<file path="src/rtl/regfile_multiport.sv">
// Multi-port integer register file with clear sequencer and busy scoreboard.
// Reads are combinational; one synchronous write port with optional bypass.
module regfile_multiport #(
  parameter int XLEN     = 32,
  parameter int DEPTH    = 32,
  parameter int NREAD    = 2,
  parameter int ZERO_REG = 1,
  parameter int BYPASS   = 1,
  localparam int AW      = $clog2(DEPTH)
) (
  input  logic                  clk,
  input  logic                  reset,
  input  logic                  clear_req,
  output logic                  init_done,
  input  logic [NREAD*AW-1:0]   rd_addr,
  output logic [NREAD*XLEN-1:0] rd_data,
  output logic [NREAD-1:0]      rd_busy,
  input  logic                  wr_en,
  input  logic [AW-1:0]         wr_addr,
  input  logic [XLEN-1:0]       wr_data,
  input  logic                  busy_set_en,
  input  logic [AW-1:0]         busy_set_addr
);

  typedef enum logic {
    CLEAR,
    READY
  } state_t;

  localparam logic ZERO = (ZERO_REG != 0);
  localparam logic BYP  = (BYPASS != 0);
  localparam logic [AW-1:0] LAST = AW'(DEPTH - 1);

  state_t          state_q, state_d;
  logic [AW-1:0]   cnt_q, cnt_d;
  logic [XLEN-1:0] mem [DEPTH];
  logic [DEPTH-1:0] busy_q;

  logic ready;
  logic clr_go;
  logic wr_ok;
  logic set_ok;

  assign ready     = (state_q == READY);
  assign init_done = ready;
  assign clr_go    = ready & clear_req;

  // A write alongside clear_req is discarded with the rest of the array.
  assign wr_ok  = ready & wr_en & ~clear_req
                & ~(ZERO & (wr_addr == '0));
  assign set_ok = ready & busy_set_en & ~clear_req
                & ~(ZERO & (busy_set_addr == '0));

  always_comb begin
    state_d = state_q;
    cnt_d   = cnt_q;
    case (state_q)
      CLEAR: begin
        cnt_d = cnt_q + 1'b1;
        if (cnt_q == LAST) begin
          state_d = READY;
          cnt_d   = '0;
        end
      end
      READY: begin
        if (clear_req) begin
          state_d = CLEAR;
          cnt_d   = '0;
        end
      end
      default: begin
        state_d = CLEAR;
        cnt_d   = '0;
      end
    endcase
  end

  always_ff @(posedge clk) begin
    if (reset) begin
      state_q <= CLEAR;
      cnt_q   <= '0;
    end else begin
      state_q <= state_d;
      cnt_q   <= cnt_d;
    end
  end

  // Set is applied after clear so a new producer wins over writeback.
  always_ff @(posedge clk) begin
    if (reset || clr_go) begin
      busy_q <= '0;
    end else begin
      if (wr_ok)
        busy_q[wr_addr] <= 1'b0;
      if (set_ok)
        busy_q[busy_set_addr] <= 1'b1;
    end
  end

  always_ff @(posedge clk) begin
    if (!reset) begin
      if (!ready)
        mem[cnt_q] <= '0;
      else if (wr_ok)
        mem[wr_addr] <= wr_data;
    end
  end

  for (genvar g = 0; g < NREAD; g++) begin : g_rd
    logic [AW-1:0] ra;
    logic          zhit;
    logic          bhit;

    assign ra   = rd_addr[g*AW +: AW];
    assign zhit = ZERO & (ra == '0);
    assign bhit = BYP & wr_ok & (wr_addr == ra);

    assign rd_data[g*XLEN +: XLEN] =
      (!ready || zhit) ? '0      :
      bhit             ? wr_data :
                         mem[ra];

    assign rd_busy[g] = ready & busy_q[ra];
  end

endmodule
</file>
<file path="config.mk">
export PLATFORM = sky130hd
export DESIGN_NAME = regfile_multiport
export DESIGN_NICKNAME = d
export VERILOG_FILES = /design/src/rtl/regfile_multiport.sv
export SDC_FILE = /design/constraint.sdc
export NUM_CORES = 1
export LEC_CHECK = 0
export CAP_MARGIN = 10
export CORE_UTILIZATION = 40
export CTS_BUF_LIST = sky130_fd_sc_hd__clkbuf_16
export DETAILED_ROUTE_END_ITERATION = 7
export SLEW_MARGIN = 10
export SYNTH_ARGS = -nofsm -noshare
export SYNTH_HDL_FRONTEND = slang
export SYNTH_SLANG_ARGS = --single-unit
</file>
<file path="constraint.sdc">
create_clock -name clk -period 8.6 [get_ports clk]
set_clock_uncertainty 0.2 [all_clocks]
set_input_delay 1.72 -clock clk [delete_from_list [all_inputs] [get_ports clk]]
set_output_delay 1.72 -clock clk [all_outputs]
set_load 0.1 [all_outputs]
</file>
==> results of run 1 <==
==> per-layer routing <==
metal | global-route usage, % | vias up
met1 | 31.9 | 16259
met2 | 41.3 | 1662
li1 | - | 12569
met4 | 10.2 | 0
met5 | 0 | -
met3 | 3.62 | 377
==> synthesized netlist by cell type (all sizes together), types with 4 or more instances <==
master  instances  area share, %
edfxtp       1024             61
mux4          392             17
mux2i         272            5.4
a22oi         193            2.9
a21oi         172            1.7
buf           153            1.9
a221oi        128            2.2
clkbuf         86           0.64
o21bai         67           0.99
nor2           65           0.48
a311o          64            1.3
nand2          55           0.41
o21ai          39           0.39
dfxtp          38            1.5
and2           36           0.45
nand2b         12           0.15
nor2b          12           0.15
xnor2          10           0.17
nand3           6          0.059
nor3            6          0.059
o221ai          6           0.13
inv             5          0.037
nand3b          5          0.099
nand4           4          0.049
o311ai          4           0.14
o31ai           4          0.079
or2             4          0.049
==> kinds of logic after synthesis <==
family                     synth area share (%)
DFF                                        62.3
AOI/OAI and AO/OA                          9.91
muxes                                      22.8
buffers and inverters                      2.61
and+or+nand+nor                            2.13
xor gates and xnor gates                  0.173
adders and majority gates                0.0494
==> cells in the final DEF (no fill, tap or decap), types with 4 or more instances in the layout <==
| cell | synthesis | layout |
|---|---|---|
| sky130_fd_sc_hd__nor2_4 | 0 | 37 |
| sky130_fd_sc_hd__buf_4 | 36 | 141 |
| sky130_fd_sc_hd__o21ai_0 | 39 | 39 |
| sky130_fd_sc_hd__a311o_1 | 64 | 64 |
| sky130_fd_sc_hd__a221oi_1 | 128 | 128 |
| sky130_fd_sc_hd__clkinvlp_4 | 0 | 7 |
| sky130_fd_sc_hd__and2_1 | 36 | 34 |
| sky130_fd_sc_hd__bufinv_16 | 0 | 7 |
| sky130_fd_sc_hd__buf_12 | 0 | 9 |
| sky130_fd_sc_hd__clkinv_2 | 0 | 15 |
| sky130_fd_sc_hd__nor2b_1 | 12 | 5 |
| sky130_fd_sc_hd__mux4_2 | 392 | 392 |
| sky130_fd_sc_hd__a21oi_1 | 172 | 169 |
| sky130_fd_sc_hd__xnor2_1 | 10 | 10 |
| sky130_fd_sc_hd__edfxtp_1 | 1024 | 1024 |
| sky130_fd_sc_hd__nand2_1 | 55 | 55 |
| sky130_fd_sc_hd__buf_2 | 79 | 4 |
| sky130_fd_sc_hd__nor3_1 | 6 | 6 |
| sky130_fd_sc_hd__a22oi_1 | 193 | 193 |
| sky130_fd_sc_hd__clkbuf_16 | 0 | 108 |
| sky130_fd_sc_hd__o221ai_1 | 4 | 4 |
| sky130_fd_sc_hd__o21bai_1 | 67 | 67 |
| sky130_fd_sc_hd__nand2b_1 | 12 | 12 |
| sky130_fd_sc_hd__nor2b_4 | 0 | 7 |
| sky130_fd_sc_hd__nand3_1 | 6 | 6 |
| sky130_fd_sc_hd__inv_1 | 4 | 29 |
| sky130_fd_sc_hd__nand4_1 | 4 | 4 |
| sky130_fd_sc_hd__mux2i_1 | 272 | 272 |
| sky130_fd_sc_hd__clkdlybuf4s50_1 | 0 | 51 |
| sky130_fd_sc_hd__nand3b_1 | 4 | 4 |
| sky130_fd_sc_hd__clkinv_1 | 2 | 27 |
| sky130_fd_sc_hd__dfxtp_1 | 38 | 38 |
| sky130_fd_sc_hd__nor2_1 | 65 | 28 |
==> worst register-to-register path, delay by kind of cell (launching register included) <==
| family | cells | cell delay [ps] |
|---|---|---|
| flip-flops | 1 | 970 |
| AO/OA/AOI/OAI | 2 | 600 |
| buffers and inverters | 2 | 1200 |
| AND/OR/NAND/NOR | 3 | 1440 |
==> flip-flops by register name, indices dropped and copies added (netlist names) <==
name,count
mem,1024
busy_q,32
init_done,1
cnt_q,5
==> worst max path at each step <==
stage	slack, ps	from	cells after the start	end
after detailed placement	1560	rd_addr[2]	7	rd_data[22]
after global routing	1470	rd_addr[1]	7	rd_busy[0]
after global placement	1490	rd_addr[1]	7	rd_busy[0]
final	1510	rd_addr[2]	7	rd_data[28]
after CTS	1550	rd_addr[2]	7	rd_data[8]
after floorplan	1730	rd_addr[0]	8	rd_busy[0]
==> area by class of cell <==
class / instances / area (µm²) / area share (%)
inverter: 7 / 26.3 / 0.0462
clock buffer: 108 / 2700 / 4.75
timing repair buffer: 209 / 1830 / 3.21
sequential: 1062 / 31500 / 55.4
tap: 1650 / 2060 / 3.63
clock inverter: 86 / 623 / 1.09
multi-input combinational: 1577 / 18200 / 31.9
==> power groups by stage <==
stage,combinational (mW),clock (mW),sequential (mW)
2_1_floorplan,0.499,0,5.74
3_3_place_gp,0.728,0,5.74
3_5_place_dp,0.734,0,5.75
4_1_cts,0.735,4.54,5.64
5_1_grt,0.769,4.73,5.64
6_report,0.738,4.50,5.64
==> per-stage QoR <==
step / setup WS [ps] / hold WS (ps) / cells
2_1_floorplan: 1730 / 220 / 2885
3_3_place_gp: 1490 / 238 / 4505
3_5_place_dp: 1560 / 250 / 4505
4_1_cts: 1550 / 259 / 4699
5_1_grt: 1470 / 277 / 4699
6_report: 1510 / 259 / 4699
==> summary.json, run 1 <==
{
  "antenna_found_initial": {"value": 1},
  "reg2reg_setup_slack": {"value": 3790, "unit": "ps"},
  "cts_htree_levels": {"value": 3},
  "postSynthRegisterBits": {"value": 1062},
  "rr_endpoint": {"value": "mem[16][12]$_DFFE_PP_"},
  "wl_met2": {"value": 78700, "unit": "µm"},
  "io_pins": {"value": 124},
  "syn-instance-count": {"value": 2885},
  "holdBufCountCts": {"value": 0},
  "n_fill_cell": {"value": 10725},
  "number_of_setup_buffers_added_after_cts": {"value": 0},
  "number_of_enable_type_register_cells_in_the_synthesized_netlist": {"value": 1024},
  "power.internal": {"value": 8.40, "unit": "mW"},
  "start_kind": {"value": "input port"},
  "dieHeight": {"value": 358, "unit": "µm"},
  "clock_insertion_delay_worst_skew": {"value": 700, "unit": "ps"},
  "min_period_over_period": {"value": 82.4, "unit": "%"},
  "worst_ep_required_time": {"value": 6680, "unit": "ps"},
  "placed_area": {"value": 53600, "unit": "µm²"},
  "total_leakage_power": {"value": 17.2, "unit": "nW"},
  "dominantRegCellSynth": {"value": "sky130_fd_sc_hd__edfxtp_1"},
  "post_synth_instance_area": {"value": 50600, "unit": "µm²"},
  "layout.nets": {"value": 3023},
  "reg2reg_depth": {"value": 7},
  "async_reset_ff_share": {"value": 0, "unit": "%"},
  "pwr_density_cell": {"value": 191, "unit": "nW/µm²"},
  "placement.io_buffers": {"value": 123},
  "yosys_warnings": {"value": 0},
  "postLayoutCoreUtil": {"value": 45.3, "unit": "%"},
  "detailedPlacementHpwl": {"value": 95100, "unit": "µm"},
  "grt_remaining_overflow": {"value": 0},
  "switching_part_of_the_total": {"value": 22.7, "unit": "%"},
  "final_hold_viol_count": {"value": 0},
  "worst_hold_startpoint": {"value": "busy_q[0]$_SDFF_PP0_"},
  "timing.critical_path.cells": {"value": "buf_2 -> buf_4 -> nor2b_4 -> a22oi_1 -> a21oi_1 -> a311o_1 -> buf_4"},
  "core": {"value": 126000, "unit": "µm²"},
  "unrepaired_setup_endpoints_after_global_routing": {"value": "false"},
  "std_cell_rows": {"value": 130},
  "n_antenna_cell": {"value": 0},
  "cp.arrival": {"value": 5170, "unit": "ps"},
  "dr.pass1.iters": {"value": 8},
  "timing.critical_path.mode_cell": {"value": "sky130_fd_sc_hd__buf_4"},
  "clock.fmax": {"value": 141, "unit": "MHz"},
  "layout-drive-gt1-share": {"value": 24.9, "unit": "%"},
  "clock_tree.buffer_depth": {"value": 3},
  "detail_route.wirelength.met1": {"value": 59800, "unit": "µm"},
  "drt-wirelength-per-cell": {"value": 33.6, "unit": "µm"},
  "crit_path_max_fanout": {"value": 23},
  "final_period_minus_worst_setup_slack": {"value": 7090, "unit": "ps"},
  "critical-path-slowest-cell": {"value": "sky130_fd_sc_hd__nor2b_4"},
  "grt_first_pass_wirelength": {"value": 227000, "unit": "µm"},
  "report.power.total": {"value": 10.9, "unit": "mW"},
  "remaining_drc_errors": {"value": 0},
  "fin_setup_tns": {"value": 0, "unit": "ps"},
  "r2r_start": {"value": "init_done$_SDFF_PP0_"},
  "syn_to_final_growth": {"value": 12.5, "unit": "%"},
  "p_seq_share": {"value": 51.9, "unit": "%"},
  "worst_path_dominant_cell_family": {"value": "buffers and inverters"},
  "setup_viol": {"value": 0},
  "top_layer_used": {"value": "met4"},
  "ctsResizeCount": {"value": 0},
  "tritoncts": {"value": "done"},
  "final_area": {"value": 56900, "unit": "µm²"},
  "maxSlewHeadroom": {"value": 8.15, "unit": "%"},
  "max_stage_delay": {"value": 1160, "unit": "ps"},
  "drt-initial-drc-count": {"value": 3397},
  "post_drt_antenna_nets": {"value": 0},
  "starting_density": {"value": 40.3, "unit": "%"},
  "fp.dieArea": {"value": 128000, "unit": "µm²"},
  "holdPathEnd": {"value": "busy_q[0]$_SDFF_PP0_"},
  "floorplan.die.width": {"value": 358, "unit": "µm"},
  "clock_sink_count": {"value": 1062},
  "worst_min_delay_path_class": {"value": "flop to flop"},
  "power.net_switching": {"value": 2.47, "unit": "mW"},
  "grt_pass1_vias": {"value": 31976},
  "final-max-slew-violation-count": {"value": 0},
  "power.share.combinational": {"value": 6.8, "unit": "%"},
  "gr-usage-all-layers": {"value": 24.6, "unit": "%"},
  "syn-mean-instance-area": {"value": 17.5, "unit": "µm²"},
  "critical_path_buf_inv_count": {"value": 3},
  "synth_fp_nets": {"value": 2944},
  "worstMarginPinSlew": {"value": 1370, "unit": "ps"},
  "path_class": {"value": "input port to primary output"},
  "timing.max_cap.violations": {"value": 0},
  "vias_per_cell": {"value": 6.57},
  "grt_start_max_net_pins": {"value": 106},
  "tritoncts.num_buffers": {"value": 107},
  "drt_wl_total": {"value": 158000, "unit": "µm"},
  "worstSetupEndpointType": {"value": "primary output"},
  "peakVddDrop": {"value": 0.158, "unit": "mV"},
  "clkSlewWorstSetupHoldPaths": {"value": 60, "unit": "ps"},
  "min_path_cells": {"value": 2},
  "result_of_the_run": {"value": "complete, no violations"},
  "synth_cell_types": {"value": 52},
  "power.share.clock": {"value": 41.4, "unit": "%"},
  "detailroute.via_count": {"value": 30867},
  "weighted_congestion_reported_at_the_end_of_routability_driven_placement": {"value": 0.860},
  "met3WireLength": {"value": 12500, "unit": "µm"},
  "root_buffer": {"value": "sky130_fd_sc_hd__clkbuf_16"},
  "yosysSeqAreaShare": {"value": 62.3, "unit": "%"}
}
Note: power is estimated with default switching activity, not from simulation.
==> inputs of run 2 (changes only) <==
==> constraint.sdc (replaced) <==
create_clock -name clk -period 6.65 [get_ports clk]
set_clock_uncertainty 0.2 [all_clocks]
set_input_delay 1.33 -clock clk [delete_from_list [all_inputs] [get_ports clk]]
set_output_delay 1.33 -clock clk [all_outputs]
set_load 0.1 [all_outputs]
==> run 2 against run 1 <==
Effect of this change:
- clock power grew 32%
- total power grew 31%
- final area grew 2.6%
- non-clock buffer count grew 37
- largest power group unchanged
- utilization grew 1.2 points
==> summary.json, run 2 (synthesized netlist as in run 1, its figures left out) <==
{
  "timing.critical_path.cells": {"value": "clkdlybuf4s50_1 -> nor4_4 -> a21o_4 -> o31ai_4 -> buf_4 -> a21oi_1 -> a311o_1 -> buf_12"},
  "grt_remaining_overflow": {"value": 0},
  "dr.pass1.iters": {"value": 7},
  "clock_insertion_delay_worst_skew": {"value": 710, "unit": "ps"},
  "setup_slack": {"value": 537, "unit": "ps"},
  "ctsResizeCount": {"value": 0},
  "cp.arrival": {"value": 4580, "unit": "ps"},
  "clock_sink_count": {"value": 1062},
  "layout-drive-gt1-share": {"value": 26.2, "unit": "%"},
  "unrepaired_setup_endpoints_after_global_routing": {"value": "false"},
  "gr-usage-all-layers": {"value": 25.6, "unit": "%"},
  "drt_wl_total": {"value": 164000, "unit": "µm"},
  "start_kind": {"value": "input port"},
  "starting_density": {"value": 40.3, "unit": "%"},
  "crit_path_max_fanout": {"value": 13},
  "final_hold_viol_count": {"value": 0},
  "pwr_density_cell": {"value": 244, "unit": "nW/µm²"},
  "number_of_setup_buffers_added_after_cts": {"value": 0},
  "mostFrequentLayoutCell": {"value": "sky130_fd_sc_hd__edfxtp_1"},
  "detail_route.wirelength.met1": {"value": 61200, "unit": "µm"},
  "grt_start_max_net_pins": {"value": 100},
  "grt_pass1_vias": {"value": 32543},
  "std_cell_rows": {"value": 130},
  "total_leakage_power": {"value": 17.8, "unit": "nW"},
  "weighted_congestion_reported_at_the_end_of_routability_driven_placement": {"value": 0.908},
  "tritoncts": {"value": "done"},
  "detailedPlacementHpwl": {"value": 101000, "unit": "µm"},
  "pre_cts_setup_slack": {"value": 622, "unit": "ps"},
  "finish.cell_count_without_fillers": {"value": 4742},
  "p_seq_share": {"value": 51.2, "unit": "%"},
  "max_reg_flops": {"value": 1024},
  "max_stage_delay": {"value": 980, "unit": "ps"},
  "place.detailed.instances": {"value": 4542},
  "io_pins": {"value": 124},
  "clock_tree.buffer_depth": {"value": 3},
  "peakVddDrop": {"value": 0.188, "unit": "mV"},
  "timing.max_cap.violations": {"value": 0},
  "power.share.clock": {"value": 41.6, "unit": "%"},
  "fp.dieArea": {"value": 128000, "unit": "µm²"},
  "floorplan.die.width": {"value": 358, "unit": "µm"},
  "final-max-slew-violation-count": {"value": 0},
  "clock.fmax": {"value": 164, "unit": "MHz"},
  "drt-wirelength-per-cell": {"value": 34.6, "unit": "µm"},
  "n_antenna_cell": {"value": 0},
  "max_flop_register": {"value": "mem"},
  "largestRegisters": {"value": "mem (1024), busy_q (32), cnt_q (5)"},
  "final_period_minus_worst_setup_slack": {"value": 6110, "unit": "ps"},
  "cts_htree_levels": {"value": 3},
  "placement.io_buffers": {"value": 123},
  "path_class": {"value": "input port to primary output"},
  "top_layer_used": {"value": "met5"},
  "holdBufCountCts": {"value": 0},
  "drt-initial-drc-count": {"value": 3755},
  "maxSlewHeadroom": {"value": 15.2, "unit": "%"},
  "root_buffer": {"value": "sky130_fd_sc_hd__clkbuf_16"},
  "worst_ep_required_time": {"value": 5120, "unit": "ps"},
  "power.internal": {"value": 11.0, "unit": "mW"},
  "worst_min_delay_path_class": {"value": "flop to flop"},
  "dieHeight": {"value": 358, "unit": "µm"},
  "min_period_over_period": {"value": 91.9, "unit": "%"},
  "tritoncts.num_buffers": {"value": 107},
  "final_cell_mix": {"value": "sky130_fd_sc_hd__edfxtp_1 (1024), sky130_fd_sc_hd__mux4_2 (392), sky130_fd_sc_hd__mux2i_1 (272)"},
  "worstMarginPinSlew": {"value": 1270, "unit": "ps"},
  "postLayoutCoreUtil": {"value": 46.5, "unit": "%"},
  "layout.nets": {"value": 3060},
  "detailroute.via_count": {"value": 31799},
  "critical-path-slowest-cell": {"value": "sky130_fd_sc_hd__o31ai_4"},
  "remaining_drc_errors": {"value": 0},
  "core": {"value": 126000, "unit": "µm²"},
  "vias_per_cell": {"value": 6.71},
  "fin_setup_tns": {"value": 0, "unit": "ps"},
  "post_drt_antenna_nets": {"value": 0},
  "antenna_found_initial": {"value": 7},
  "setup_viol": {"value": 0},
  "worstSetupEndpointType": {"value": "primary output"},
  "hold_slack": {"value": 255, "unit": "ps"},
  "result_of_the_run": {"value": "complete, no violations"},
  "power.net_switching": {"value": 3.28, "unit": "mW"},
  "grt_first_pass_wirelength": {"value": 234000, "unit": "µm"},
  "clkSlewWorstSetupHoldPaths": {"value": 60, "unit": "ps"},
  "power.share.combinational": {"value": 7.2, "unit": "%"},
  "syn_to_final_growth": {"value": 15.4, "unit": "%"},
  "switching_part_of_the_total": {"value": 23.1, "unit": "%"},
  "met3WireLength": {"value": 16000, "unit": "µm"},
  "n_fill_cell": {"value": 10588},
  "wl_met2": {"value": 78200, "unit": "µm"}
}
run 2: cell count changes in the layout (fill, tap and decap cells not counted):
cell and delta:
sky130_fd_sc_hd__clkdlybuf4s50_1 -2, sky130_fd_sc_hd__clkbuf_16 -1, sky130_fd_sc_hd__buf_4 -51, sky130_fd_sc_hd__inv_1 -6
sky130_fd_sc_hd__clkinv_1 -1, sky130_fd_sc_hd__inv_8 +1, sky130_fd_sc_hd__buf_12 +90, sky130_fd_sc_hd__bufinv_16 +2
sky130_fd_sc_hd__clkinv_8 +1, sky130_fd_sc_hd__clkinvlp_4 -3, sky130_fd_sc_hd__clkinv_2 +12, sky130_fd_sc_hd__inv_16 +1
run 2: final timing paths:
path                   startpoint  cells after the start                     to  slack [ps]
max                    wr_addr[1]                      8            rd_data[12]         540
min          busy_q[0]$_SDFF_PP0_                      2   busy_q[0]$_SDFF_PP0_         250
max reg2reg  init_done$_SDFF_PP0_                      5  mem[12][10]$_DFFE_PP_        2020
min reg2reg  busy_q[0]$_SDFF_PP0_                      2   busy_q[0]$_SDFF_PP0_         250
run 2: critical path, delay by kind of cell:
kind | cells | cell delay (ps)
compound gates | 4 | 1710
buf+inv | 3 | 1350
simple gates | 1 | 170
run 2: metal layers:
layer  vias up  global-route usage [%]
li1      12653                       -
met1     16711                    33.1
met2      1962                    41.3
met3       465                    4.97
met4         8                    12.6
met5         -                       0
run 2: stage by stage:
step                      power (mW)  area, µm²
final                           14.2      58400
after global routing            14.6      58400
after CTS                       14.3      58400
after detailed placement        8.45      55000
after global placement          8.44      55000
after floorplan                 8.07      50600
run 2: final cells by class:
cell class | count | area [µm²] | area share (%)
Clock buffer | 107 | 2680 | 4.58
Multi-Input combinational cell | 1577 | 18200 | 31.1
Inverter | 7 | 26.3 | 0.0450
Tap cell | 1650 | 2060 | 3.54
Sequential cell | 1062 | 31500 | 54.0
Clock inverter | 93 | 742 | 1.27
Timing Repair Buffer | 246 | 3230 | 5.52
run 2: power groups by stage:
stage                     clock network (mW)  registers [mW]  logic (mW)
after floorplan                            0            7.43       0.645
after global placement                     0            7.43        1.01
after detailed placement                   0            7.43        1.01
after CTS                               5.98            7.29        1.02
after global routing                    6.21            7.29        1.06
final                                   5.93            7.29        1.03
